--- config.mk ---
export PLATFORM = sky130hd
export DESIGN_NAME = stumps_bist_sequencer
export DESIGN_NICKNAME = d
export VERILOG_FILES = /design/src/rtl/stumps_pkg.sv /design/src/rtl/bist_counter.sv /design/src/rtl/stumps_bist_sequencer.sv
export SDC_FILE = /design/constraint.sdc
export NUM_CORES = 1
export LEC_CHECK = 0
export CAP_MARGIN = 20
export CORE_MARGIN = 2
export CORE_UTILIZATION = 52
export CTS_BUF_LIST = sky130_fd_sc_hd__clkbuf_4 sky130_fd_sc_hd__clkbuf_8
export DETAILED_ROUTE_END_ITERATION = 16
export GPL_TIMING_DRIVEN = 0
export PLACE_DENSITY = 0.86
export SLEW_MARGIN = 20
export SYNTH_ARGS = -nofsm -noshare
export SYNTH_HDL_FRONTEND = slang
export SYNTH_SLANG_ARGS = --single-unit
export TNS_END_PERCENT = 100
--- constraint.sdc ---
create_clock -name clk -period 3.9 [get_ports clk]
set_input_delay 0.585 -clock clk [delete_from_list [all_inputs] [get_ports clk]]
set_output_delay 0.585 -clock clk [all_outputs]
set_load 0.01 [all_outputs]
--- src/rtl/stumps_pkg.sv ---
// Shared encodings and helpers for the STUMPS BIST sequencer.
package stumps_pkg;

    typedef enum logic [3:0] {
        IDLE      = 4'd0,
        RESET_CUT = 4'd1,
        GEN_DATA  = 4'd2,
        SHIFT     = 4'd3,
        CAPTURE   = 4'd4,
        SIGN      = 4'd5,
        FLUSH     = 4'd6,
        COMPARE   = 4'd7,
        DONE      = 4'd8
    } state_t;

    typedef struct packed {
        logic nbar_t;
        logic rst_out;
        logic prpg1_en;
        logic prpg2_en;
        logic misr1_en;
        logic misr2_en;
        logic busy;
        logic done;
    } ctrl_t;

    // Bits needed to hold 0..max_count, never less than one.
    function automatic int cnt_width(input int max_count);
        int w;
        w = $clog2(max_count + 1);
        return (w < 1) ? 1 : w;
    endfunction

    function automatic ctrl_t decode(input state_t s);
        ctrl_t c;
        c = '0;
        case (s)
            RESET_CUT: begin c.rst_out = 1'b1; c.nbar_t = 1'b1; c.busy = 1'b1; end
            GEN_DATA:  begin c.prpg1_en = 1'b1; c.busy = 1'b1; end
            SHIFT:     begin c.nbar_t = 1'b1; c.prpg2_en = 1'b1; c.misr2_en = 1'b1; c.busy = 1'b1; end
            CAPTURE:   c.busy = 1'b1;
            SIGN:      begin c.misr1_en = 1'b1; c.busy = 1'b1; end
            FLUSH:     begin c.nbar_t = 1'b1; c.misr2_en = 1'b1; c.busy = 1'b1; end
            COMPARE:   c.busy = 1'b1;
            DONE:      c.done = 1'b1;
            default:   c = '0;
        endcase
        return c;
    endfunction

endpackage

--- src/rtl/bist_counter.sv ---
// Up-counter with synchronous clear (priority over enable) and a terminal-count flag.
module bist_counter #(
    parameter int WIDTH = 4
) (
    input  logic             clk,
    input  logic             rst_n,
    input  logic             clr,
    input  logic             en,
    input  logic [WIDTH-1:0] limit,
    output logic [WIDTH-1:0] count,
    output logic             tc
);

    always_ff @(posedge clk or negedge rst_n) begin
        if (!rst_n)
            count <= '0;
        else if (clr)
            count <= '0;
        else if (en)
            count <= count + 1'b1;
    end

    assign tc = (count == limit);

endmodule

--- src/rtl/stumps_bist_sequencer.sv ---
// STUMPS BIST sequencer: PRPG load, scan shift, capture, MISR compaction,
// final flush and golden-signature compare behind a start/busy/done handshake.
module stumps_bist_sequencer
    import stumps_pkg::*;
#(
    parameter int                   SHIFT_SIZE     = 8,
    parameter int                   NUM_ROUNDS     = 50,
    parameter int                   CAPTURE_CYCLES = 1,
    parameter int                   SIG_WIDTH      = 16,
    parameter logic [SIG_WIDTH-1:0] GOLDEN_SIG     = '0
) (
    input  logic                              clk,
    input  logic                              rstIn_n,
    input  logic                              start,
    input  logic                              abort,
    input  logic [SIG_WIDTH-1:0]              misrSig,
    output logic                              NbarT,
    output logic                              rstOut,
    output logic                              PRPG1_En,
    output logic                              PRPG2_En,
    output logic                              MISR1_En,
    output logic                              MISR2_En,
    output logic                              busy,
    output logic                              done,
    output logic                              pass,
    output logic                              fail,
    output logic [$clog2(NUM_ROUNDS+1)-1:0]   roundCount
);

    localparam int CW = cnt_width(((SHIFT_SIZE > CAPTURE_CYCLES) ? SHIFT_SIZE : CAPTURE_CYCLES) - 1);
    localparam int RW = $clog2(NUM_ROUNDS + 1);
    localparam logic [CW-1:0] SHIFT_LAST = CW'(SHIFT_SIZE - 1);
    localparam logic [CW-1:0] CAP_LAST   = CW'(CAPTURE_CYCLES - 1);
    localparam logic [RW-1:0] ROUND_LAST = RW'(NUM_ROUNDS - 1);

    state_t        state, nxt;
    ctrl_t         ctrl;
    logic [CW-1:0] unused_sh_count, sh_limit;
    logic          sh_tc, sh_clr, sh_en;
    logic          rnd_tc, rnd_clr, rnd_en;

    // One counter times SHIFT, CAPTURE and FLUSH; it is zeroed on entry to each.
    assign sh_limit = (state == CAPTURE) ? CAP_LAST : SHIFT_LAST;
    assign sh_en    = (state == SHIFT) || (state == CAPTURE) || (state == FLUSH);
    assign sh_clr   = (state == RESET_CUT) || (state == GEN_DATA) || (state == SIGN) || (sh_en && sh_tc);
    assign rnd_clr  = (state == RESET_CUT);
    assign rnd_en   = (state == SIGN) && !abort;

    bist_counter #(.WIDTH(CW)) u_shift_cnt (
        .clk   (clk),
        .rst_n (rstIn_n),
        .clr   (sh_clr),
        .en    (sh_en),
        .limit (sh_limit),
        .count (unused_sh_count),
        .tc    (sh_tc)
    );

    bist_counter #(.WIDTH(RW)) u_round_cnt (
        .clk   (clk),
        .rst_n (rstIn_n),
        .clr   (rnd_clr),
        .en    (rnd_en),
        .limit (ROUND_LAST),
        .count (roundCount),
        .tc    (rnd_tc)
    );

    always_comb begin
        nxt = state;
        case (state)
            IDLE:      if (start) nxt = RESET_CUT;
            RESET_CUT: nxt = GEN_DATA;
            GEN_DATA:  nxt = SHIFT;
            SHIFT:     if (sh_tc) nxt = CAPTURE;
            CAPTURE:   if (sh_tc) nxt = SIGN;
            SIGN:      nxt = rnd_tc ? FLUSH : GEN_DATA;
            FLUSH:     if (sh_tc) nxt = COMPARE;
            COMPARE:   nxt = DONE;
            DONE:      if (start) nxt = RESET_CUT;
            default:   nxt = IDLE;
        endcase
        if (ctrl.busy && abort)
            nxt = IDLE;
    end

    // Outputs are registered from the next-state decode so they line up with state.
    always_ff @(posedge clk or negedge rstIn_n) begin
        if (!rstIn_n) begin
            state <= IDLE;
            ctrl  <= '0;
            pass  <= 1'b0;
            fail  <= 1'b0;
        end else begin
            state <= nxt;
            ctrl  <= decode(nxt);
            if (nxt == IDLE || nxt == RESET_CUT) begin
                pass <= 1'b0;
                fail <= 1'b0;
            end else if (state == COMPARE) begin
                pass <= (misrSig == GOLDEN_SIG);
                fail <= (misrSig != GOLDEN_SIG);
            end
        end
    end

    assign NbarT    = ctrl.nbar_t;
    assign rstOut   = ctrl.rst_out;
    assign PRPG1_En = ctrl.prpg1_en;
    assign PRPG2_En = ctrl.prpg2_en;
    assign MISR1_En = ctrl.misr1_en;
    assign MISR2_En = ctrl.misr2_en;
    assign busy     = ctrl.busy;
    assign done     = ctrl.done;

endmodule
; ---- Word-level counts from Yosys, hierarchy flattened
; Cells that the tools add are included.
[totals]
ff_bits = 23
[op_classes]
add_sub_neg = 2
eq_ne = 18
mux = 24
n_reduce_logical = 21
[ops]
columns = op, count
row1 = $eq 4x3->1 const B, 8
row2 = $pmux 4 s8, 1
row3 = $mux 4, 5
row4 = $eq 4x2->1 const B, 4
row5 = $logic_not 16->1, 1
row6 = $reduce_bool 16->1, 1
row7 = $mux 1, 12
row8 = $mux 3, 4
row9 = $mux 6, 2
row10 = $eq 4x1->1 const B, 2
row11 = $eq 4x4->1 const B, 2
row12 = $logic_not 4->1, 2
row13 = $reduce_or 7->1, 1
row14 = $add 6x1->6 const B, 1
row15 = $eq 6x6->1 const B, 1
row16 = $logic_or 1x1->1, 6
row17 = $reduce_bool 2->1, 3
row18 = $reduce_or 2->1, 2
row19 = $add 3x1->3 const B, 1
row20 = $eq 3x3->1, 1
row21 = $logic_and 1x1->1, 3
row22 = $reduce_or 3->1, 1
row23 = $logic_not 1->1, 1

; ---- Longest topological paths before layout
; Gate-level depths: netlist of run 1.
[logic_depth]
ltp_word = 9
mapped_depth = 8
ltp_nobuf = 7

; ---- Modules after synthesis
; A second synthesis of run 1 with hierarchy kept.
[unflattened]
hier_cells = 134
area_unflattened_um2 = 1303.8
[by_module_without_submodules]
columns = module, instances, cells_each, area_each_um2, seq_area_each_um2
row1 = stumps_bist_sequencer, 1, 87, 794.5, 350.3
row2 = bist_counter at u_round_cnt, 1, 32, 332.8, 150.1
row3 = bist_counter at u_shift_cnt, 1, 15, 176.4, 75.1

; ---- Worst setup path before layout of run 1
; No wires, ideal clock.
[synth_timing]
path_type = register -> register
from = reg u_shift_cnt.count[0]
to = reg ctrl, in the netlist MISR1_En
setup_time_ns = 0.066
t_arrival_ns = 1.442
required_time_ns = 3.834
setup_slack_ns = 2.391
stages_incl_launch_ff = 6
path_buffers = 0
cell_sequence = dfrtp_1 or4_1 a21oi_1 o21ba_4 nor2_4 and3_1
[synth_via]
elab_chain_cells = 6
[synth_rtl]
columns = item, line_no
row1 = start: declaration, bist_counter.sv:10  ; output logic [WIDTH-1:0] count,
row2 = start signal: assignment, bist_counter.sv:20  ; count <= count + 1'b1;
row3 = $eq 3x3->1 *, bist_counter.sv:23  ; assign tc = (count == limit);
row4 = $mux 4 (on tied branches), "stumps_bist_sequencer.sv:78, stumps_bist_sequencer.sv:75, stumps_bist_sequencer.sv:76"
row5 = $pmux 4 s8 *, stumps_bist_sequencer.sv:71  ; case (state)
row6 = $mux 4 *, stumps_bist_sequencer.sv:83  ; if (ctrl.busy && abort)
row7 = named net nxt[0], stumps_bist_sequencer.sv:36  ; state_t state, nxt;
row8 = $eq 4x3->1 *, stumps_pkg.sv:37  ; case (s)
row9 = $mux 1 *, stumps_pkg.sv:37
row10 = end signal: assignment, stumps_bist_sequencer.sv:96  ; ctrl <= decode(nxt);
row11 = end: declaration, stumps_bist_sequencer.sv:37  ; ctrl_t ctrl;
; The timed path passes the listed nets; every way through them passes the cells marked *.
; A chain may end at the register's enable or synchronous reset.

; ---- Worst setup path in the final report of run 1
[layout_timing]
from = reg u_round_cnt.count[0]
to = out roundCount[0]
[layout_lines]
columns = item, line_no
row1 = start: declaration, bist_counter.sv:10
row2 = start signal: assignment, bist_counter.sv:20
row3 = end: declaration, stumps_bist_sequencer.sv:27  ; output logic [$clog2(NUM_ROUNDS+1)-1:0] roundCount
; No word-level cell between the ends.

==> impl.org, run 1 <==
** Status
- The run finished with clean final reports.

** Detailed routing
- Vias/cell :: 5.70
- Post-route ant nets :: 0
- After detailed routing, the total wire length is 2.72 mm.
- Summing over every cut layer, the via total after detailed routing is 1066.
- After detailed routing, the average wire length per cell comes to 14.6 µm.
- Number of search-and-repair iterations in the first detailed-routing pass :: 4
- Violation count after the first detailed-route iteration :: 15
- After detailed routing, the number of remaining DRC violations is 0.

** Placed design
- The congestion estimate from routability-driven global placement came to 0.880.
- Buffers placed on the I/O ports in this run total 35.
- Detail Placement HPWL :: 2.24 mm

** STA
- In this run the tightest slew margin relative to its limit is 58.0%.
- Least-Margin Pin Slew :: 0.629 ns
- Hold timing on the final database bottoms out at a slack of 0.206 ns.
- Setup repair after global routing left no endpoint under its margin.
- Setup TNS Final :: 0 ns
- Setup violations remaining at the end of the flow were counted as 0.
- For this run, the top clock speed supported by timing is 507 MHz.
- Final critical path time including I/O delays and setup :: 1.97 ns
- The number of endpoints with negative hold slack in the final report is 0.
- The final critical path takes up 50.5% of the cycle.
- Final max-slew violation count :: 0
- On the final layout, the worst clock skew is 0.000584 ns.

** Worst setup path
- In this run the worst path has a maximum fanout of 5.
- The largest single stage delay on the critical path is 0.58 ns.
- The most critical setup path has its startpoint at u_round_cnt.count[0].
- In this run the critical register-to-register path is captured at u_round_cnt.count[1].
- Max stage delay cell, worst path :: clkdlybuf4s50_1
- STA puts the critical path data arrival time at 1.39 ns.
- In this run the critical register-to-register path is launched from state[3].
- Buffering stage count on the worst path with inverters included :: 1
- The critical path goes through clkdlybuf4s50_1.
- Among cell families on the critical path, the largest total delay comes from buffers and inverters.
- Critical path class :: register to output port
- In this run the number of cells on the critical path is 1.
- Internal reg-to-reg setup slack :: 2.15 ns
- The worst setup path is captured at an output port.
- For the worst flop-to-flop path, the logic depth is 5.
- In this run the worst setup path terminates at roundCount[0].
- Required time of the worst setup path :: 3.31 ns
- Startpoint type of the worst setup path :: register

** Clock network
- Insertion delay of the later-clocked pin in the worst-skew pair :: 0.32 ns
- The cell sitting at the root of the clock tree is a clkbuf_4.
- The clock net in this run drives a total of 23 sinks.
- Clock tree from TritonCTS :: yes
- CTS built an H-tree with a depth of 1.
- Buffers inserted during clock tree synthesis total 3.
- Buffers inserted to repair hold after CTS numbered 0.
- Counting along the longest clock path gives a buffer depth of 2.
- Post-cts resize count :: 0
- After clock tree synthesis, the clock-pin slew on the worst setup and hold paths is 0.12 ns.
- Buffer count from post-CTS setup fixing :: 0

** Finish
- Ant. Diodes :: 0
- Leading cell types in the layout, fill and taps excluded :: clkdlybuf4s50_1 (34), dfrtp_1 (23), nor2_1 (15)
- Registers take 576 µm².
- The register with the most flip-flops in the layout has 6 of them.
- Counting flops per register, the top entry is u_round_cnt.count.
- In the final layout, the share of cells above drive strength 1 is 15.7%.
- Compared with the post-synthesis result, the final layout area differs by 32.5%.
- Fillers :: 172
- Final core utilization :: 73.8%
- The largest registers in the layout are u_round_cnt.count x6, state x4, u_shift_cnt.count x3.
- Multi-input combinational cell area :: 628 µm²
- At the end of the flow, the number of nets in the layout was 183.
- Most common cell after layout, fill and taps aside :: clkdlybuf4s50_1

** Floorplanning
- Die Span Y :: 53.2 µm
- In this run the standard cell core region covers 0.00225 mm².
- Horizontal die dimension :: 53.2 µm
- The initial utilization of the core area, before any placement, comes to 55.7%.
- 36 I/O pins were placed.
- The floorplan has 17 rows.
- Die outline area :: 0.00282 mm²

** Synthesis
- Compound-Gate Fraction of Synth Area :: 11.5%
- After Yosys synthesis, XOR and XNOR cells account for 4.18% of the synthesized area.
- The netlist uses 44 different library cells.
- Post-Syn Instances :: 120
- The synthesized design contains 0 enable-type register cells.
- Mean area per synthesized cell :: 10.5 µm²
- Netlist area before placement :: 0.00126 mm²
- For this run, the leading register cell type out of synthesis is dfrtp_1.
- After Yosys synthesis, and, or, nand and nor cells account for 29.0% of the synthesized area.
- Counting flops and latches in the post-synthesis netlist gives 23.
- During synthesis, Yosys emitted a total of 0 warnings.
- By area, the combinational part of the netlist is dominated by simple AND/OR/NAND/NOR gates.
- Share of async-settable or async-resettable flops after synthesis :: 100%
- Mapped Nets :: 143
- Adder-cell share of the synthesized area :: 3.78%
- The share of the Yosys chip area taken by registers is 45.8%.
- After synthesis, the share of cell area in mux cells is 1.59%.

** Pwr
- Summed over all cells, the static leakage comes to 0.708 nW.
- In this run the power density over the cells is 481 mW/mm².
- Largest voltage drop on the vdd net :: 0.000298 V

** Global route
- Number of antenna violations at the first check in global routing :: 0
- Maximum number of pins on one net before global-route repair :: 24
- Wire length of the first global-routing pass :: 4.45 mm
- Global routing used 22.1% of the available tracks across all layers.
- The via count of the first global-routing pass is 1080.
- After global routing the overflow that remains totals 0.

** Run
- Max-cap violations in this run came to 0.

** Worst hold path
- In this run the worst hold path is classified as primary input to asynchronous set/reset pin.
-- where the power goes --
group / internal, mW / switching (mW) / leakage (nW) / total (mW)
clock: 0.0385 / 0.0748 / 0.0177 / 0.113
combinational: 0.186 / 0.195 / 0.382 / 0.380
sequential: 0.280 / 0.0260 / 0.308 / 0.306
-- synth_stat cells, drive strengths merged (2+ instances only) --
library cell / number / area share [%]
a21oi: 5 / 2.0
a31oi: 2 / 2.7
and3: 3 / 1.6
buf: 4 / 2.8
dfrtp: 23 / 46
ha: 3 / 3.0
inv: 4 / 1.4
mux2i: 2 / 1.6
nand2: 8 / 2.6
nand2b: 3 / 1.5
nand3: 3 / 1.2
nand3b: 2 / 1.2
nand4: 6 / 3.0
nor2: 17 / 6.3
nor3: 3 / 1.6
nor3b: 3 / 1.8
nor4: 4 / 2.0
o21ai: 3 / 1.2
or3: 3 / 1.5
or4: 2 / 1.5
xor2: 5 / 3.5
-- worst min-delay path by stage --
stage / endpoint / slack [ns] / cells after the start
6_report: u_round_cnt.count[0] / 0.21 / 1
5_1_grt: PRPG1_En / 0.24 / 1
4_1_cts: fail / 0.57 / 2
3_5_place_dp: fail / 0.53 / 2
3_3_place_gp: pass / 0.54 / 2
2_1_floorplan: MISR1_En / 0.29 / 0
-- metal layers --
metal | track usage [%] | wire, µm
met1 | 24.7 | 1120
met2 | 40.0 | 1380
met3 | 3.95 | 153
met4 | 10.7 | 65
met5 | 0 | 0
-- cell families after synthesis --
family          count (synthesis)
simple gates                   62
buf+inv                         8
xor+xnor                        6
mux                             2
flops                          23
compound gates                 15
fa+ha+maj                       4
-- per-stage QoR --
step | setup slack (ns) | cell area [µm²] | std cells | power, mW
6_report | 1.93 | 1660 | 187 | 0.800
5_1_grt | 1.88 | 1660 | 187 | 0.844
4_1_cts | 1.94 | 1670 | 187 | 0.804
3_5_place_dp | 1.88 | 1640 | 183 | 0.694
3_3_place_gp | 1.91 | 1640 | 183 | 0.677
2_1_floorplan | 2.39 | 1260 | 120 | 0.565
-- area by class of cell --
cell class | instances | share of cell area, %
clock inverter | 1 | 0.301
sequential | 23 | 34.6
inverter | 4 | 1.05
tap | 28 | 2.11
timing repair buffer | 35 | 20.8
buffer | 4 | 2.11
clock buffer | 3 | 1.35
multi-input combinational | 89 | 37.7
Power figures use the tool's default switching activity.
==> inputs of run 2 (changes only) <==
CORE_UTILIZATION = 49   (was 52)
PLACE_DENSITY = 0.82   (was 0.86)
clock period = 2 ns   (was 3.9 ns; I/O delays follow)
==> run 2 against run 1 <==
Net effect: first-iteration DRC count is 40% lower; die area up 5.6%; hold slack gained 0.28 ns; setup slack worse by 1.6 ns; register-to-register slack worse by 1.9 ns; final cell count grew 1.6%; total power up 93%; non-clock buffer count up 1; critical path type is now register to register; critical endpoint is now pass; largest cell class unchanged.
==> impl.org, run 2 (same netlist as run 1, synthesis figures left out) <==
** Detailed routing
- Violation count after the first detailed-route iteration :: 9 (-6)
- The first-pass iteration count of the detailed router came to 4 (unchanged).
- Vias/cell :: 5.57 (-2.2%)
- The DRC violation count after routing is 0 (unchanged).
- DR WL/cell :: 13.8 µm (-4.9%)
- Post-Route WL :: 2.63 mm (-3.4%)
- Post-route ant nets :: 0 (unchanged)
- Via count :: 1059 (-0.66%)

** Worst setup path
- The critical path is of the register to register type.
- Max stage delay cell, worst path :: dfrtp_1
- Internal reg-to-reg setup slack :: 0.29 ns (-1.86 ns)
- The number of cells on the worst reg-to-reg path was 6 (+1).
- Startpoint type of the worst setup path :: register
- Traced cell by cell, the critical path runs through buf_2 > nor4bb_1 > nand4_1 > a31oi_2 > nor3_1 > a21oi_1.
- The stage delay of the slowest cell on the critical path came to 0.40 ns (-0.18 ns).
- The worst setup path is captured at a register.
- Worst Path Max Fanout :: 10 (+5)
- The worst endpoint required time was 2.24 ns (-1.07 ns).
- The arrival time at the worst endpoint is 1.95 ns (+0.56 ns).

** Finish
- Leading cell types in the layout, fill and taps excluded :: clkdlybuf4s50_1 (34), dfrtp_1 (23), nor2_1 (15)
- u_round_cnt.count holds more flip-flops than any other register.
- From synthesis to final layout, the design area changed by 33.5%.
- The antenna diode count was 0 (unchanged).
- Design area :: 0.00168 mm² (+0.75%)
- The fill cell instance count of the final layout was 208 (+21%).
- The fraction of layout instances using a drive strength above 1 is 15.6% (-0.098 points).
- The flip-flop count of the largest register, all copies and words added is 6 (unchanged).
- The final core area utilization is 68.3% (-5.5 points).
- Largest registers :: u_round_cnt.count x6, state x4, u_shift_cnt.count x3
- Number of nets in the layout :: 184 (+0.55%)
- The non-filler instance count after layout is 190 (+1.6%).
- The library cell used most frequently in the layout, excluding fill and tap cells, is clkdlybuf4s50_1.

** STA
- Subtracting the final worst setup slack from the clock period gives 1.71 ns.
- Least-Margin Pin Slew :: 0.571 ns (-0.0576 ns)
- The post-route clock skew came to 0.00145 ns (+0.000870 ns).
- Worst-case headroom to the max-slew limit :: 61.8% (+3.8 points)
- The setup slack after layout was 0.286 ns (-1.64 ns).
- Setup TNS Final :: 0 ns (unchanged)
- Hold Fails Final Rpt :: 0 (unchanged)
- Achievable clock frequency :: 584 MHz
- The worst hold slack is 0.484 ns (+0.278 ns).
- The setup-violating endpoint count in the final report was 0 (unchanged).
- Period Utilization, post-route :: 85.7%
- Setup repair after global routing missed its margin :: no
- The final number of max-transition violations is 0 (unchanged).

** Pwr
- The leakage power total is 0.712 nW (+0.59%).
- The total power came to 1.55 mW (+93%).
- The cell area power density is 922 mW/mm² (+92%).
- The maximum vdd drop was 0.000609 V (+100%).

** Clock network
- The CTS H-tree depth is 1 (unchanged).
- TritonCTS built the clock tree.
- The clock sink count is 23 (unchanged).
- The number of buffers added for setup after CTS is 0 (unchanged).
- Insertion delay of the later-clocked pin in the worst-skew pair :: 0.30 ns (-0.02 ns)
- The number of buffers inserted during clock tree synthesis came to 3 (unchanged).
- Maximum number of buffers from clock root to sink :: 2 (unchanged)
- The clock transition at the registers of the reported paths came to 0.13 ns (about the same).
- Cell at the root of the clock tree :: clkbuf_4

** Placed design
- Buffers added on ports :: 35 (unchanged)
- Detail Placement HPWL :: 2.09 mm (-6.8%)
- Placed Area :: 0.00164 mm² (+0.15%)
- The number of cells after detailed placement is 185 (+1.1%).
- The routability congestion estimate from global placement came to 0.876 (-0.40%).
- The worst setup slack after placement was 0.237 ns (-1.65 ns).

** Floorplanning
- The floorplan core area is 0.00245 mm² (+8.9%).
- The initial cell density of the core came to 51.2% (-4.5 points).
- Die outline area :: 0.00298 mm² (+5.6%)
- The die width was 54.6 µm (+2.8%).
- The I/O pin total came to 36 (unchanged).
- The placement row count is 18 (+1).
- Die Span Y :: 54.6 µm (+2.8%)

** Global route
- The residual overflow from global routing is 0 (unchanged).
- The number of antenna violations at the first check in global routing was 0 (unchanged).
- The global-route wire length before repair was 4.31 mm (-3.3%).
- The global-route usage over all layers was 19.8% (-2.3 points).
- The via count of the first global-routing pass came to 1011 (-6.4%).
- Maximum number of pins on one net before global-route repair :: 24 (unchanged)

** Run
- Max-cap violations :: 0 (unchanged)

** Status
- Outcome :: finished clean

** Worst hold path
- Class of the tightest hold or removal check :: primary input to asynchronous set/reset pin
run 2: path summary, 6_finish.rpt:
kind,from,to
max,state[3],pass
min,rstIn_n,MISR2_En
max reg2reg,state[3],pass
min reg2reg,pass,pass
max in group asynchronous,rstIn_n,u_shift_cnt.count[0]
min in group clk,pass,pass
run 2: routing by layer:
| layer | routed length [µm] | vias up | track usage (%) |
|---|---|---|---|
| met4 | 33 | 0 | 7.08 |
| met5 | 0 | - | 0 |
| met1 | 1100 | 523 | 24.7 |
| li1 | - | 504 | - |
| met2 | 1400 | 28 | 34.5 |
| met3 | 96 | 4 | 2.73 |
run 2: final cells by class:
class	instances	area [µm²]	area share, %
Tap cell	30	37.5	2.24
Inverter	4	17.5	1.04
Clock buffer	3	22.5	1.34
Clock inverter	1	5.00	0.299
Timing Repair Buffer	36	355	21.2
Buffer	4	35.0	2.09
Multi-Input combinational cell	89	628	37.5
Sequential cell	23	576	34.3
run 2: what timing repair did:
item	in CTS	in global routing
resized for setup	0	0
hold endpoints to repair	0	23
hold buffers	0	1
run 2: report_power, final:
group / switching (mW) / leakage (nW) / internal, mW
registers: 0.0492 / 0.308 / 0.547
clock network: 0.136 / 0.0177 / 0.0744
logic: 0.376 / 0.386 / 0.363
total: 0.562 / 0.712 / 0.984
run 2: worst max-delay path: cells and delay by family (launching register included):
kind            cells  cell delay [ns]
simple gates        3             0.66
flops               1             0.40
compound gates      2             0.40
buf+inv             1             0.20
